### src/rtl/ntt_pkg.sv
// Shared definitions for the NTT stage sequencer: FSM encoding, default widths
// and the stage-counter width derived from N_LOG.
package ntt_pkg;

    localparam logic [1:0] S_IDLE  = 2'd0;
    localparam logic [1:0] S_RUN   = 2'd1;
    localparam logic [1:0] S_DRAIN = 2'd2;
    localparam logic [1:0] S_DONE  = 2'd3;

    localparam int DW_DEFAULT    = 64;
    localparam int N_LOG_DEFAULT = 3;

    // Stage counter must hold 0..N_LOG-1.
    function automatic int stage_w(input int n_log);
        return (n_log < 2) ? 1 : $clog2(n_log);
    endfunction

endpackage

### src/rtl/ntt_stage_sequencer_addr_gen.sv
// ntt_addr_gen: maps (stage, issue index) to the u/v coefficient addresses and twiddle index.
// Purely combinational, zero latency; no flow control.
module ntt_addr_gen
    import ntt_pkg::*;
#(
    parameter int N_LOG = N_LOG_DEFAULT,
    parameter int SW    = stage_w(N_LOG)
) (
    input  logic [SW-1:0]    stage,
    input  logic [N_LOG-2:0] j,
    output logic [N_LOG-1:0] u_idx,
    output logic [N_LOG-1:0] v_idx,
    output logic [N_LOG-2:0] tw
);

    localparam int TW_W = N_LOG - 1;
    localparam logic [N_LOG-1:0] ONE = {{(N_LOG-1){1'b0}}, 1'b1};

    logic [N_LOG-1:0] j_ext;
    logic [N_LOG-1:0] half;
    logic [N_LOG-1:0] k;
    int unsigned      sh;

    always_comb begin
        sh    = 32'(stage);
        j_ext = {1'b0, j};
        half  = ONE << sh;
        k     = j_ext & (half - ONE);
        // Insert a zero at bit position s: that bit selects u (0) or v (1).
        u_idx = ((j_ext >> sh) << (sh + 32'd1)) | k;
        v_idx = u_idx | half;
        tw    = TW_W'(k << (N_LOG - 1 - sh));
    end

endmodule

### src/rtl/ntt_stage_sequencer.sv
// In-place radix-2 DIT NTT controller: one butterfly pair per cycle, read-to-write latency 2.
// No backpressure; start is honoured only in IDLE, two drain cycles separate stages.
module ntt_stage_sequencer
    import ntt_pkg::*;
#(
    parameter int N_LOG = N_LOG_DEFAULT,
    parameter int DW    = DW_DEFAULT
) (
    input  logic             clk,
    input  logic             rst_n,
    input  logic             start,
    output logic             busy,
    output logic             done,
    output logic             rd_en,
    output logic [N_LOG-1:0] rd_addr_u,
    output logic [N_LOG-1:0] rd_addr_v,
    output logic [N_LOG-2:0] tw_addr,
    input  logic [DW-1:0]    rd_data_u,
    input  logic [DW-1:0]    rd_data_v,
    input  logic [DW-1:0]    tw_data,
    output logic [DW-1:0]    bf_u,
    output logic [DW-1:0]    bf_v,
    output logic [DW-1:0]    bf_w,
    input  logic [DW-1:0]    bf_u_out,
    input  logic [DW-1:0]    bf_v_out,
    output logic             wr_en,
    output logic [N_LOG-1:0] wr_addr_u,
    output logic [N_LOG-1:0] wr_addr_v,
    output logic [DW-1:0]    wr_data_u,
    output logic [DW-1:0]    wr_data_v
);

    localparam int SW = stage_w(N_LOG);
    localparam int JW = N_LOG - 1;
    localparam logic [JW-1:0] J_LAST = '1;
    localparam logic [SW-1:0] S_LAST = SW'(N_LOG - 1);

    logic [1:0]       state_q, state_d;
    logic [SW-1:0]    stage_q, stage_d;
    logic [JW-1:0]    j_q, j_d;
    logic             drain_q, drain_d;

    logic             rd_en_q, rd_en_d;
    logic [N_LOG-1:0] rd_addr_u_q, rd_addr_u_d;
    logic [N_LOG-1:0] rd_addr_v_q, rd_addr_v_d;
    logic [N_LOG-2:0] tw_addr_q, tw_addr_d;

    logic             p1_vld_q, p1_vld_d;
    logic [N_LOG-1:0] p1_addr_u_q, p1_addr_u_d;
    logic [N_LOG-1:0] p1_addr_v_q, p1_addr_v_d;
    logic [DW-1:0]    bf_u_q, bf_u_d;
    logic [DW-1:0]    bf_v_q, bf_v_d;
    logic [DW-1:0]    bf_w_q, bf_w_d;

    logic             wr_en_q, wr_en_d;
    logic [N_LOG-1:0] wr_addr_u_q, wr_addr_u_d;
    logic [N_LOG-1:0] wr_addr_v_q, wr_addr_v_d;
    logic [DW-1:0]    wr_data_u_q, wr_data_u_d;
    logic [DW-1:0]    wr_data_v_q, wr_data_v_d;

    logic [N_LOG-1:0] gen_u, gen_v;
    logic [N_LOG-2:0] gen_tw;

    always_comb begin
        state_d = state_q;
        stage_d = stage_q;
        j_d     = j_q;
        drain_d = drain_q;
        case (state_q)
            S_IDLE: begin
                if (start) begin
                    state_d = S_RUN;
                    stage_d = '0;
                    j_d     = '0;
                end
            end
            S_RUN: begin
                if (j_q == J_LAST) begin
                    state_d = S_DRAIN;
                    drain_d = 1'b0;
                end else begin
                    j_d = j_q + 1'b1;
                end
            end
            S_DRAIN: begin
                if (!drain_q) begin
                    drain_d = 1'b1;
                end else if (stage_q != S_LAST) begin
                    state_d = S_RUN;
                    stage_d = stage_q + 1'b1;
                    j_d     = '0;
                end else begin
                    state_d = S_DONE;
                end
            end
            S_DONE:  state_d = S_IDLE;
            default: state_d = S_IDLE;
        endcase
    end

    // Addresses are computed for the next issue so rd_addr_* come straight from flops.
    ntt_addr_gen #(
        .N_LOG (N_LOG),
        .SW    (SW)
    ) u_addr_gen (
        .stage (stage_d),
        .j     (j_d),
        .u_idx (gen_u),
        .v_idx (gen_v),
        .tw    (gen_tw)
    );

    assign bf_u = p1_vld_q ? rd_data_u : bf_u_q;
    assign bf_v = p1_vld_q ? rd_data_v : bf_v_q;
    assign bf_w = p1_vld_q ? tw_data   : bf_w_q;

    always_comb begin
        rd_en_d     = (state_d == S_RUN);
        rd_addr_u_d = rd_en_d ? gen_u  : rd_addr_u_q;
        rd_addr_v_d = rd_en_d ? gen_v  : rd_addr_v_q;
        tw_addr_d   = rd_en_d ? gen_tw : tw_addr_q;

        p1_vld_d    = rd_en_q;
        p1_addr_u_d = rd_en_q ? rd_addr_u_q : p1_addr_u_q;
        p1_addr_v_d = rd_en_q ? rd_addr_v_q : p1_addr_v_q;
        bf_u_d      = bf_u;
        bf_v_d      = bf_v;
        bf_w_d      = bf_w;

        wr_en_d     = p1_vld_q;
        wr_addr_u_d = p1_vld_q ? p1_addr_u_q : wr_addr_u_q;
        wr_addr_v_d = p1_vld_q ? p1_addr_v_q : wr_addr_v_q;
        wr_data_u_d = p1_vld_q ? bf_u_out    : wr_data_u_q;
        wr_data_v_d = p1_vld_q ? bf_v_out    : wr_data_v_q;
    end

    always_ff @(posedge clk or negedge rst_n) begin
        if (!rst_n) begin
            state_q <= S_IDLE;
            stage_q <= '0;
            j_q     <= '0;
            drain_q <= 1'b0;
        end else begin
            state_q <= state_d;
            stage_q <= stage_d;
            j_q     <= j_d;
            drain_q <= drain_d;
        end
    end

    always_ff @(posedge clk or negedge rst_n) begin
        if (!rst_n) begin
            rd_en_q     <= 1'b0;
            rd_addr_u_q <= '0;
            rd_addr_v_q <= '0;
            tw_addr_q   <= '0;
            p1_vld_q    <= 1'b0;
            p1_addr_u_q <= '0;
            p1_addr_v_q <= '0;
            bf_u_q      <= '0;
            bf_v_q      <= '0;
            bf_w_q      <= '0;
        end else begin
            rd_en_q     <= rd_en_d;
            rd_addr_u_q <= rd_addr_u_d;
            rd_addr_v_q <= rd_addr_v_d;
            tw_addr_q   <= tw_addr_d;
            p1_vld_q    <= p1_vld_d;
            p1_addr_u_q <= p1_addr_u_d;
            p1_addr_v_q <= p1_addr_v_d;
            bf_u_q      <= bf_u_d;
            bf_v_q      <= bf_v_d;
            bf_w_q      <= bf_w_d;
        end
    end

    always_ff @(posedge clk or negedge rst_n) begin
        if (!rst_n) begin
            wr_en_q     <= 1'b0;
            wr_addr_u_q <= '0;
            wr_addr_v_q <= '0;
            wr_data_u_q <= '0;
            wr_data_v_q <= '0;
        end else begin
            wr_en_q     <= wr_en_d;
            wr_addr_u_q <= wr_addr_u_d;
            wr_addr_v_q <= wr_addr_v_d;
            wr_data_u_q <= wr_data_u_d;
            wr_data_v_q <= wr_data_v_d;
        end
    end

    assign busy      = (state_q != S_IDLE);
    assign done      = (state_q == S_DONE);
    assign rd_en     = rd_en_q;
    assign rd_addr_u = rd_addr_u_q;
    assign rd_addr_v = rd_addr_v_q;
    assign tw_addr   = tw_addr_q;
    assign wr_en     = wr_en_q;
    assign wr_addr_u = wr_addr_u_q;
    assign wr_addr_v = wr_addr_v_q;
    assign wr_data_u = wr_data_u_q;
    assign wr_data_v = wr_data_v_q;

endmodule
### config.mk
export PLATFORM = sky130hd
export DESIGN_NAME = ntt_stage_sequencer
export DESIGN_NICKNAME = d
export VERILOG_FILES = /design/src/rtl/ntt_pkg.sv /design/src/rtl/ntt_stage_sequencer_addr_gen.sv /design/src/rtl/ntt_stage_sequencer.sv
export SDC_FILE = /design/constraint.sdc
export NUM_CORES = 1
export LEC_CHECK = 0
export CORE_AREA = 2 2 255 257
export DETAILED_ROUTE_END_ITERATION = 8
export DIE_AREA = 0 0 257 259
export HOLD_SLACK_MARGIN = 0.03
export PLACE_DENSITY = 0.57
export REMOVE_ABC_BUFFERS = 1
export SLEW_MARGIN = 30
export SYNTH_ARGS = -nofsm -noshare
export SYNTH_HDL_FRONTEND = slang
export SYNTH_HIERARCHICAL = 1
export SYNTH_SLANG_ARGS = --single-unit
### constraint.sdc
create_clock -name clk -period 3.1 [get_ports clk]
set_clock_uncertainty 0.2 [all_clocks]
set_input_delay 0.775 -clock clk [delete_from_list [all_inputs] [get_ports clk]]
set_output_delay 0.775 -clock clk [all_outputs]
set_load 0.02 [all_outputs]
==> results of run 1 <==
[layout make-up]
cell class / count / share of cell area
repair buffers: 727 / 0.310
flip-flops and latches: 350 / 0.391
clock buffers: 70 / 0.0587
multi-input cells: 395 / 0.189
inverters: 8 / 0.00134
well taps: 855 / 0.0477
clock inverters: 4 / 0.00234
[repair_timing]
| action | CTS | global route |
|---|---|---|
| pin swaps | 0 | 0 |
| endpoints found under the hold margin | 41 | 0 |
| buffers inserted | 7 | 12 |
| resized for setup | 502 | 168 |
| hold buffers | 1 | 0 |
| endpoints found under the setup margin | 190 | 78 |
| gates cloned | 7 | 3 |
[report_power, final]
part / switching, uW / internal, uW / total (uW)
Sequential: 932 / 6870 / 7800
Clock: 1910 / 2960 / 4870
Combinational: 6840 / 6780 / 13600
Total: 9680 / 16600 / 26300
[cells by family after synthesis]
family / after synthesis
XOR/XNOR: 1
AO/OA/AOI/OAI: 23
adder cells (fa/ha/maj): 6
flip-flops: 350
multiplexers: 340
buffers and inverters: 48
AND/OR/NAND/NOR: 25
[stage by stage]
step / instance area [um^2] / instances / hold slack (ns) / setup slack [ns] / total power [uW]
floorplan: 13000 / 753 / 0.275 / -5.88 / 10600
global placement: 21200 / 2305 / 0.279 / 0.0105 / 21600
detailed placement: 21200 / 2305 / 0.283 / 0.00349 / 21800
CTS: 22400 / 2394 / 0.293 / -0.109 / 26400
global route: 22400 / 2409 / 0.304 / -0.0751 / 27700
finish: 22400 / 2409 / 0.289 / 0.0139 / 26300
[sequential cells by signal, indices dropped and copies added, names as in the netlist]
name,flops
drain_q,1
rd_addr_u,3
stage_q,2
p1_addr_v_q,3
wr_data_u,64
bf_u_q,64
wr_addr_v,3
tw_addr,2
state_q,2
bf_w_q,64
rd_addr_v,3
j_q,2
wr_data_v,64
wr_addr_u,3
bf_v_q,64
p1_addr_u_q,3
rd_en,1
wr_en,1
p1_vld_q,1
[worst paths after layout]
path / endpoint / slack [ns] / cells after the start
max in group asynchronous: bf_u_q[17]$_DFF_PN0_ / 1.29 / 3
max: bf_w[14] / 0.01 / 6
min in group asynchronous: bf_w_q[36]$_DFF_PN0_ / 0.61 / 2
min: bf_u_q[16]$_DFF_PN0_ / 0.29 / 1
min reg2reg: bf_u_q[16]$_DFF_PN0_ / 0.29 / 1
max reg2reg: rd_addr_v[2]$_DFFE_PN0N_ / 0.49 / 9
[layout by cell type, fill, tap and decap left out, types with 4 or more instances in the layout]
cell type	synthesis	final
a21oi_1	6	6
a22o_1	5	5
buf_12	0	13
buf_16	0	13
buf_2	35	90
buf_4	0	35
buf_6	1	11
clkbuf_1	4	13
clkbuf_16	0	46
clkbuf_2	0	54
clkbuf_8	0	14
clkdlybuf4s15_1	0	26
clkdlybuf4s15_2	0	4
clkdlybuf4s50_1	0	467
dfrtp_1	350	348
dlygate4sd2_1	0	6
ha_1	6	6
inv_1	7	7
mux2_2	340	339
nand3_1	5	5
nor2_1	4	4
[per-layer routing]
| layer | track usage | vias to the layer above |
|---|---|---|
| met5 | 0 | - |
| met4 | 0.0401 | 2 |
| met3 | 0.0470 | 69 |
| met2 | 0.237 | 416 |
| met1 | 0.144 | 4834 |
| li1 | - | 4267 |
==> results.toml, run 1 <==
[outcome]
outcome = "complete, no violations"

[pwr]
ir_drop_uv = 587
p_leak_uw = 0.00950
power_density_nw_per_um2 = 1170

[synthesis]
synth_compound_area_frac = 0.0135
ys_top_cells_by_area = "dfrtp_1, mux2_2, buf_2"
ys_ff_latch = 350
syn_inst = 793
async_flop_share = 1.00
synth.avg_cell_area_um2 = 16.7
seq_area_frac_synth = 0.662
syn_area_um2 = 13200
yosys-top-cells-count = "dfrtp_1, mux2_2, buf_2, inv_1"
synth.distinct_cells = 31
synth_fa_ha_area_frac = 0.00568
synth_top_family_by_area = "multiplexers"
yosys.area.top_type_share = 0.662
yosysWarnings = 6
muxShareOfSynthArea = 0.289
synth-simple-area-share = 0.0111
synth_edf_count = 0
ys_dominant_reg_cell = "dfrtp_1"
synth-xor-area-share = 0.000662
synth_most_common_cell = "dfrtp_1"
synth_area_leader_cell = "dfrtp_1"

[placed_design]
gp_congestion = 0.865
post-dp-hpwl_um = 33500
port_buffers = 660

[final_layout]
final_net_count = 1852
diodes = 0
seqCellArea_um2 = 8760
fin_util = 0.351
multi_input_area_um2 = 4240
drive_gt1_frac = 0.409
area_delta_synth_final_pct = 69.6
fillers = 6162

[timing]
period_needed_ns = 3.09
setup_tns_ns = 0
rsz0062_at_grt = "true"
setup_viol = 0
tightest_slew_ns = 0.544
fmax_ghz = 0.324
slew_headroom = 0.637
maxSlewViolCount = 0
hold_viol = 0
fin_crit_sh = 0.996

[grt]
grt.total_usage = 0.131
grt_pass1_vias = 10600
grt_first_pass_wirelength_um = 67600
grt_overflow = 0
grt_max_degree = 68
grt_antenna_before_repair = 1

[floorplan]
start_util = 0.207
rows = 93
io_pins = 661
die-area_um2 = 66600
dieWidth_um = 257
fp.dieH_um = 259
core-area_um2 = 63900

[detailed_routing]
wl_met3_um = 3730
num_vias = 9588
wl_per_cell_um = 18.9
finalWirelength_um = 45400
wl_met1_um = 16700
wl_met2_um = 23900
drt.antenna.violating_nets = 0
top_layer = "met5"
dr.first_iter.drc_count = 302
dr.pass1.iters = 4
drc = 0
viasPerCell = 3.98

[critical_path]
worst_ep_arrival_time_ns = 2.11
max_stage_delay_ns = 0.53
path_max_fanout = 9
endpoint_kind = "output port"
path_cells = "buf_12 > buf_16 > buf_16 > buf_12 > mux2_2 > buf_2"
critPathTopFamily = "buffers and inverters"
critPathKind = "flop to output port"
cp-start-kind = "flop"
cp_num_buf_inv = 5
cpMaxStageDelayCell = "dfrtp_4"
required_ns = 2.12
r2r_start = "state_q[0]$_DFF_PN0_"
crit_start = "p1_vld_q$_DFF_PN0_"

[clock_tree]
htreeDepth = 2
path_clk_slew_ns = 0.06
clk_latency_ns = 0.55
cts_tree = "built"
cts_root_buffer = "clkbuf_16"
clockBufferDepth = 3
clock-sinks = 350
numCtsBuffers = 41

[min_path]
hp-class = "flop to flop"
hp-start = "bf_u_q[16]$_DFF_PN0_"

[job]
max_cap_viol_count = 0
(Power assumes the default switching activity.)
==> inputs of run 2 (changes only) <==
--- a/config.mk
+++ b/config.mk
@@ -5,12 +5,13 @@
 export SDC_FILE = /design/constraint.sdc
 export NUM_CORES = 1
 export LEC_CHECK = 0
-export CORE_AREA = 2 2 255 257
+export CORE_AREA = 2 2 261 263
 export DETAILED_ROUTE_END_ITERATION = 8
-export DIE_AREA = 0 0 257 259
+export DIE_AREA = 0 0 263 265
 export HOLD_SLACK_MARGIN = 0.03
-export PLACE_DENSITY = 0.57
+export PLACE_DENSITY = 0.55
 export REMOVE_ABC_BUFFERS = 1
+export SETUP_SLACK_MARGIN = 0.1
 export SLEW_MARGIN = 30
 export SYNTH_ARGS = -nofsm -noshare
 export SYNTH_HDL_FRONTEND = slang
==> results.toml, run 2 (same netlist as run 1, synthesis figures left out) <==
[outcome]
outcome = "complete, no violations"

[floorplan]
io_pins = 661
dieWidth_um = 263
fp.dieH_um = 265
start_util = 0.198
die-area_um2 = 69700
core-area_um2 = 66800
rows = 95

[critical_path]
endpoint_kind = "output port"
crit_start = "p1_vld_q$_DFF_PN0_"
crit_path_end = "bf_w[41]"
path_max_fanout = 5
timing.rr.end = "rd_addr_u[0]$_DFFE_PN0N_"
rrSetupSlack_ns = 0.60
cp-start-kind = "flop"
worst_ep_arrival_time_ns = 2.12
critPathKind = "flop to output port"
r2r_start = "state_q[0]$_DFF_PN0_"
required_ns = 2.12
worstRegToRegCells = 9

[detailed_routing]
drt.antenna.violating_nets = 0
drc = 0
viasPerCell = 3.91
num_vias = 9658
wl_per_cell_um = 18.8
dr.first_iter.drc_count = 290
dr.pass1.iters = 4
finalWirelength_um = 46500

[placed_design]
place_ws_ns = 0.00710
gp_congestion = 0.793
port_buffers = 660
post-dp-hpwl_um = 32000

[timing]
hold_viol = 0
holdWs_ns = 0.292
maxSlewViolCount = 0
setup_viol = 0
fmax_ghz = 0.323
tightest_slew_ns = 0.561
fin_crit_sh = 0.999
fin_ws_ns = 0.00412
slew_headroom = 0.626
rsz0062_at_grt = "true"
period_needed_ns = 3.10

[pwr]
power_density_nw_per_um2 = 1200
p_leak_uw = 0.0102
clkPwrFrac = 0.179
power_frac_comb = 0.544
p_int_uw = 18100
sw_frac_of_total = 0.359
ir_drop_uv = 607
p_switching_uw = 10100
seq_power_share = 0.277

[clock_tree]
cts_tree = "built"
clockBufferDepth = 3
clk_latency_ns = 0.57
clock-sinks = 350
numCtsBuffers = 43
cts_root_buffer = "clkbuf_16"
path_clk_slew_ns = 0.06
htreeDepth = 2

[final_layout]
diodes = 0
final_cell_mix = "clkdlybuf4s50_1, dfrtp_1, mux2_2"
drive_gt1_frac = 0.436
area_delta_synth_final_pct = 78.8
mostFrequentLayoutCell = "clkdlybuf4s50_1"
final_net_count = 1895

[grt]
grt_antenna_before_repair = 2
grt_first_pass_wirelength_um = 66100
grt.total_usage = 0.123
grt_overflow = 0
grt_max_degree = 71
grt_pass1_vias = 10400

[job]
max_cap_viol_count = 0

[min_path]
hp-class = "flop to flop"
-- run 2: metal layers --
metal,share of wire,up-vias,track usage
li1,-,4360,-
met1,0.37,4809,0.134
met5,0.00052,-,0
met4,0.024,4,0.0394
met3,0.087,82,0.0488
met2,0.51,403,0.220
-- run 2: how the worst min path moves through the flow --
stage,endpoint,from,slack [ns],cells past startpoint
floorplan,p1_addr_u_q[0]$_DFFE_PN0P_,p1_addr_u_q[0]$_DFFE_PN0P_,0.27,1
global placement,bf_u_q[34]$_DFF_PN0_,bf_u_q[34]$_DFF_PN0_,0.28,1
detailed placement,bf_u_q[21]$_DFF_PN0_,bf_u_q[21]$_DFF_PN0_,0.28,1
CTS,bf_u_q[6]$_DFF_PN0_,bf_u_q[6]$_DFF_PN0_,0.29,1
global route,bf_w_q[24]$_DFF_PN0_,bf_w_q[24]$_DFF_PN0_,0.30,1
finish,bf_w_q[61]$_DFF_PN0_,bf_w_q[61]$_DFF_PN0_,0.29,1
-- run 2: power groups by stage --
stage	combinational (uW)	sequential, uW	clock [uW]
after floorplan	3390	7210	0
after global placement	13600	7790	0
after detailed placement	13700	7890	0
after CTS	14000	7850	5260
after global routing	16200	8120	5450
final	15400	7830	5050
-- run 2: timing repair --
action | 4_1_cts | 5_1_grt
setup endpoints to repair | 194 | 193
gates resized for setup | 586 | 410
hold buffers | 1 | 0
hold endpoints to repair | 49 | 0
pin swaps | 0 | 0
buffers inserted | 26 | 29
cloned | 9 | 13
-- run 2: final cells by class --
| type | count | area [um^2] |
|---|---|---|
| sequential | 350 | 8760 |
| multi-input combinational | 395 | 4450 |
| clock buffer | 67 | 1280 |
| inverter | 8 | 30.0 |
| tap | 873 | 1090 |
| fill | 6441 | 43200 |
| clock inverter | 8 | 136 |
| timing repair buffer | 768 | 7900 |
-- run 2: critical path: stages (launching register included) --
cell and delay [ns]:
dfrtp_4 0.52, buf_12 0.15, buf_16 0.14, clkbuf_16 0.16
buf_6 0.12, mux2_4 0.30, buf_6 0.13
-- run 2: per-stage QoR --
step / std cells / power, uW / util / TNS [ns] / cell area, um^2
after global routing: 2469 / 29700 / 0.354 / -2.50 / 23600
after detailed placement: 2322 / 21600 / 0.316 / 0 / 21100
after global placement: 2322 / 21400 / 0.316 / -0.0142 / 21100
after floorplan: 753 / 10600 / - / -2806.50 / 13000
final: 2469 / 28300 / 0.354 / 0 / 23600
after CTS: 2432 / 27100 / 0.342 / -9.77 / 22900
==> inputs of run 3 (changes only) <==
--- a/config.mk
+++ b/config.mk
@@ -8,10 +8,11 @@
 export CORE_AREA = 2 2 261 263
 export DETAILED_ROUTE_END_ITERATION = 8
 export DIE_AREA = 0 0 263 265
+export GPL_TIMING_DRIVEN = 0
 export HOLD_SLACK_MARGIN = 0.03
 export PLACE_DENSITY = 0.55
 export REMOVE_ABC_BUFFERS = 1
-export SETUP_SLACK_MARGIN = 0.1
+export SETUP_SLACK_MARGIN = 0.4
 export SLEW_MARGIN = 30
 export SYNTH_ARGS = -nofsm -noshare
 export SYNTH_HDL_FRONTEND = slang
==> results.toml, run 3 (same netlist as run 1, synthesis figures left out) <==
[outcome]
outcome = "finished with violations"
failed_checks = "setup timing"

[timing]
fin_ws_ns = -0.0401
holdWs_ns = 0.290
tightest_slew_ns = 0.549
rsz0062_at_grt = "true"
fmax_ghz = 0.318
setup_viol = 51
fin_crit_sh = 1.01
slew_headroom = 0.634
hold_viol = 0
maxSlewViolCount = 0
period_needed_ns = 3.14

[grt]
grt_first_pass_wirelength_um = 69000
grt_pass1_vias = 10900
grt_max_degree = 84
grt.total_usage = 0.130
grt_antenna_before_repair = 2
grt_overflow = 0

[critical_path]
required_ns = 2.12
worstRegToRegCells = 10
endpoint_kind = "output port"
r2r_start = "stage_q[1]$_DFF_PN0_"
cp-start-kind = "flop"
worst_ep_arrival_time_ns = 2.17
path_max_fanout = 6
timing.rr.end = "rd_addr_v[2]$_DFFE_PN0N_"
critPathKind = "flop to output port"
rrSetupSlack_ns = 0.53

[floorplan]
io_pins = 661
rows = 95
die-area_um2 = 69700
dieWidth_um = 263
fp.dieH_um = 265
core-area_um2 = 66800
start_util = 0.198

[min_path]
worstHoldPathCells = 1
hp-start = "bf_u_q[0]$_DFF_PN0_"
hp-class = "flop to flop"
min_to = "bf_u_q[0]$_DFF_PN0_"

[detailed_routing]
num_vias = 9856
finalWirelength_um = 48300
dr.first_iter.drc_count = 298
drt.antenna.violating_nets = 0
drc = 0
viasPerCell = 3.95
wl_per_cell_um = 19.4
dr.pass1.iters = 4

[pwr]
ir_drop_uv = 613
p_leak_uw = 0.0108
power_density_nw_per_um2 = 1220

[clock_tree]
cts_root_buffer = "clkbuf_16"
clock-sinks = 350
htreeDepth = 2
numCtsBuffers = 42
cts_tree = "built"
clk_latency_ns = 0.54
path_clk_slew_ns = 0.06
clockBufferDepth = 3

[placed_design]
dp_cells = 2298
place_ws_ns = -0.833
port_buffers = 660
post-dp-hpwl_um = 31400
gp_congestion = 0.764

[final_layout]
area_delta_synth_final_pct = 87.3
final_net_count = 1919
drive_gt1_frac = 0.459
final_cell_mix = "clkdlybuf4s50_1, dfrtp_1, mux2_2"
mostFrequentLayoutCell = "clkdlybuf4s50_1"
instances_no_fill = 2496

[job]
max_cap_viol_count = 0
==> run 3: cell types whose count changed in the layout (fill, tap and decap cells not counted), moves of 7 or more <==
cell	change
mux2_4	+31
buf_16	+16
mux2_2	-31
clkbuf_2	-32
dlygate4sd2_1	-9
clkdlybuf4s15_2	-7
buf_2	-11
buf_6	+75
buf_4	-9
==> run 3: layer usage <==
metal  track usage  share of wire
met2         0.236           0.52
met4        0.0417          0.029
met3        0.0469          0.079
met1         0.141           0.38
met5             0        0.00056
==> run 3: what timing repair did <==
action | in CTS | in global routing
buffers inserted | 41 | 49
hold buffers | 1 | 0
setup endpoints to repair | 202 | 201
gates cloned | 22 | 8
endpoints found under the hold margin | 40 | 0
resized for setup | 1007 | 278
==> run 3: stage by stage <==
stage	setup TNS, ns	total power, uW	utilization	cell area [um^2]
final	-0.795	30300	0.371	24800
after global routing	-7.83	31800	0.371	24800
after CTS	-5.19	28900	0.354	23600
after detailed placement	-57.47	21400	0.315	21000
after global placement	-9822.31	12300	0.310	20700
after floorplan	-2806.50	10600	-	13000
==> run 3: worst max-delay path, cell delays in order (launching register included) <==
cell       delay, ns
dfrtp_4         0.51
buf_12          0.16
buf_16          0.14
buf_16          0.16
clkbuf_16       0.17
mux2_4          0.31
buf_6           0.14
==> run 3: final cells by class <==
class | instances | area (um^2)
clock buffer | 64 | 1280
clock inverter | 12 | 168
tap | 873 | 1090
timing repair buffer | 793 | 8850
sequential | 350 | 8770
multi-input combinational | 395 | 4590
fill | 6252 | 42000
inverter | 8 | 30.0
antenna | 1 | 2.50
==> run 3: power by group <==
| part | switching [uW] | internal (uW) |
|---|---|---|
| logic | 7770 | 9620 |
| clock network | 1960 | 3170 |
| registers | 910 | 6870 |
==> run 3: worst max path at each step <==
stage                             from                    to  slack, ns  depth (start not counted)
CTS                 p1_vld_q$_DFF_PN0_              bf_w[27]      -0.11                          6
finish              p1_vld_q$_DFF_PN0_              bf_w[47]      -0.04                          6
detailed placement  p1_vld_q$_DFF_PN0_              bf_v[47]      -0.83                          6
global placement                 rst_n  bf_u_q[28]$_DFF_PN0_     -14.79                          1
global route        p1_vld_q$_DFF_PN0_              bf_w[47]      -0.12                          6
floorplan           p1_vld_q$_DFF_PN0_               bf_u[0]      -5.88                          1
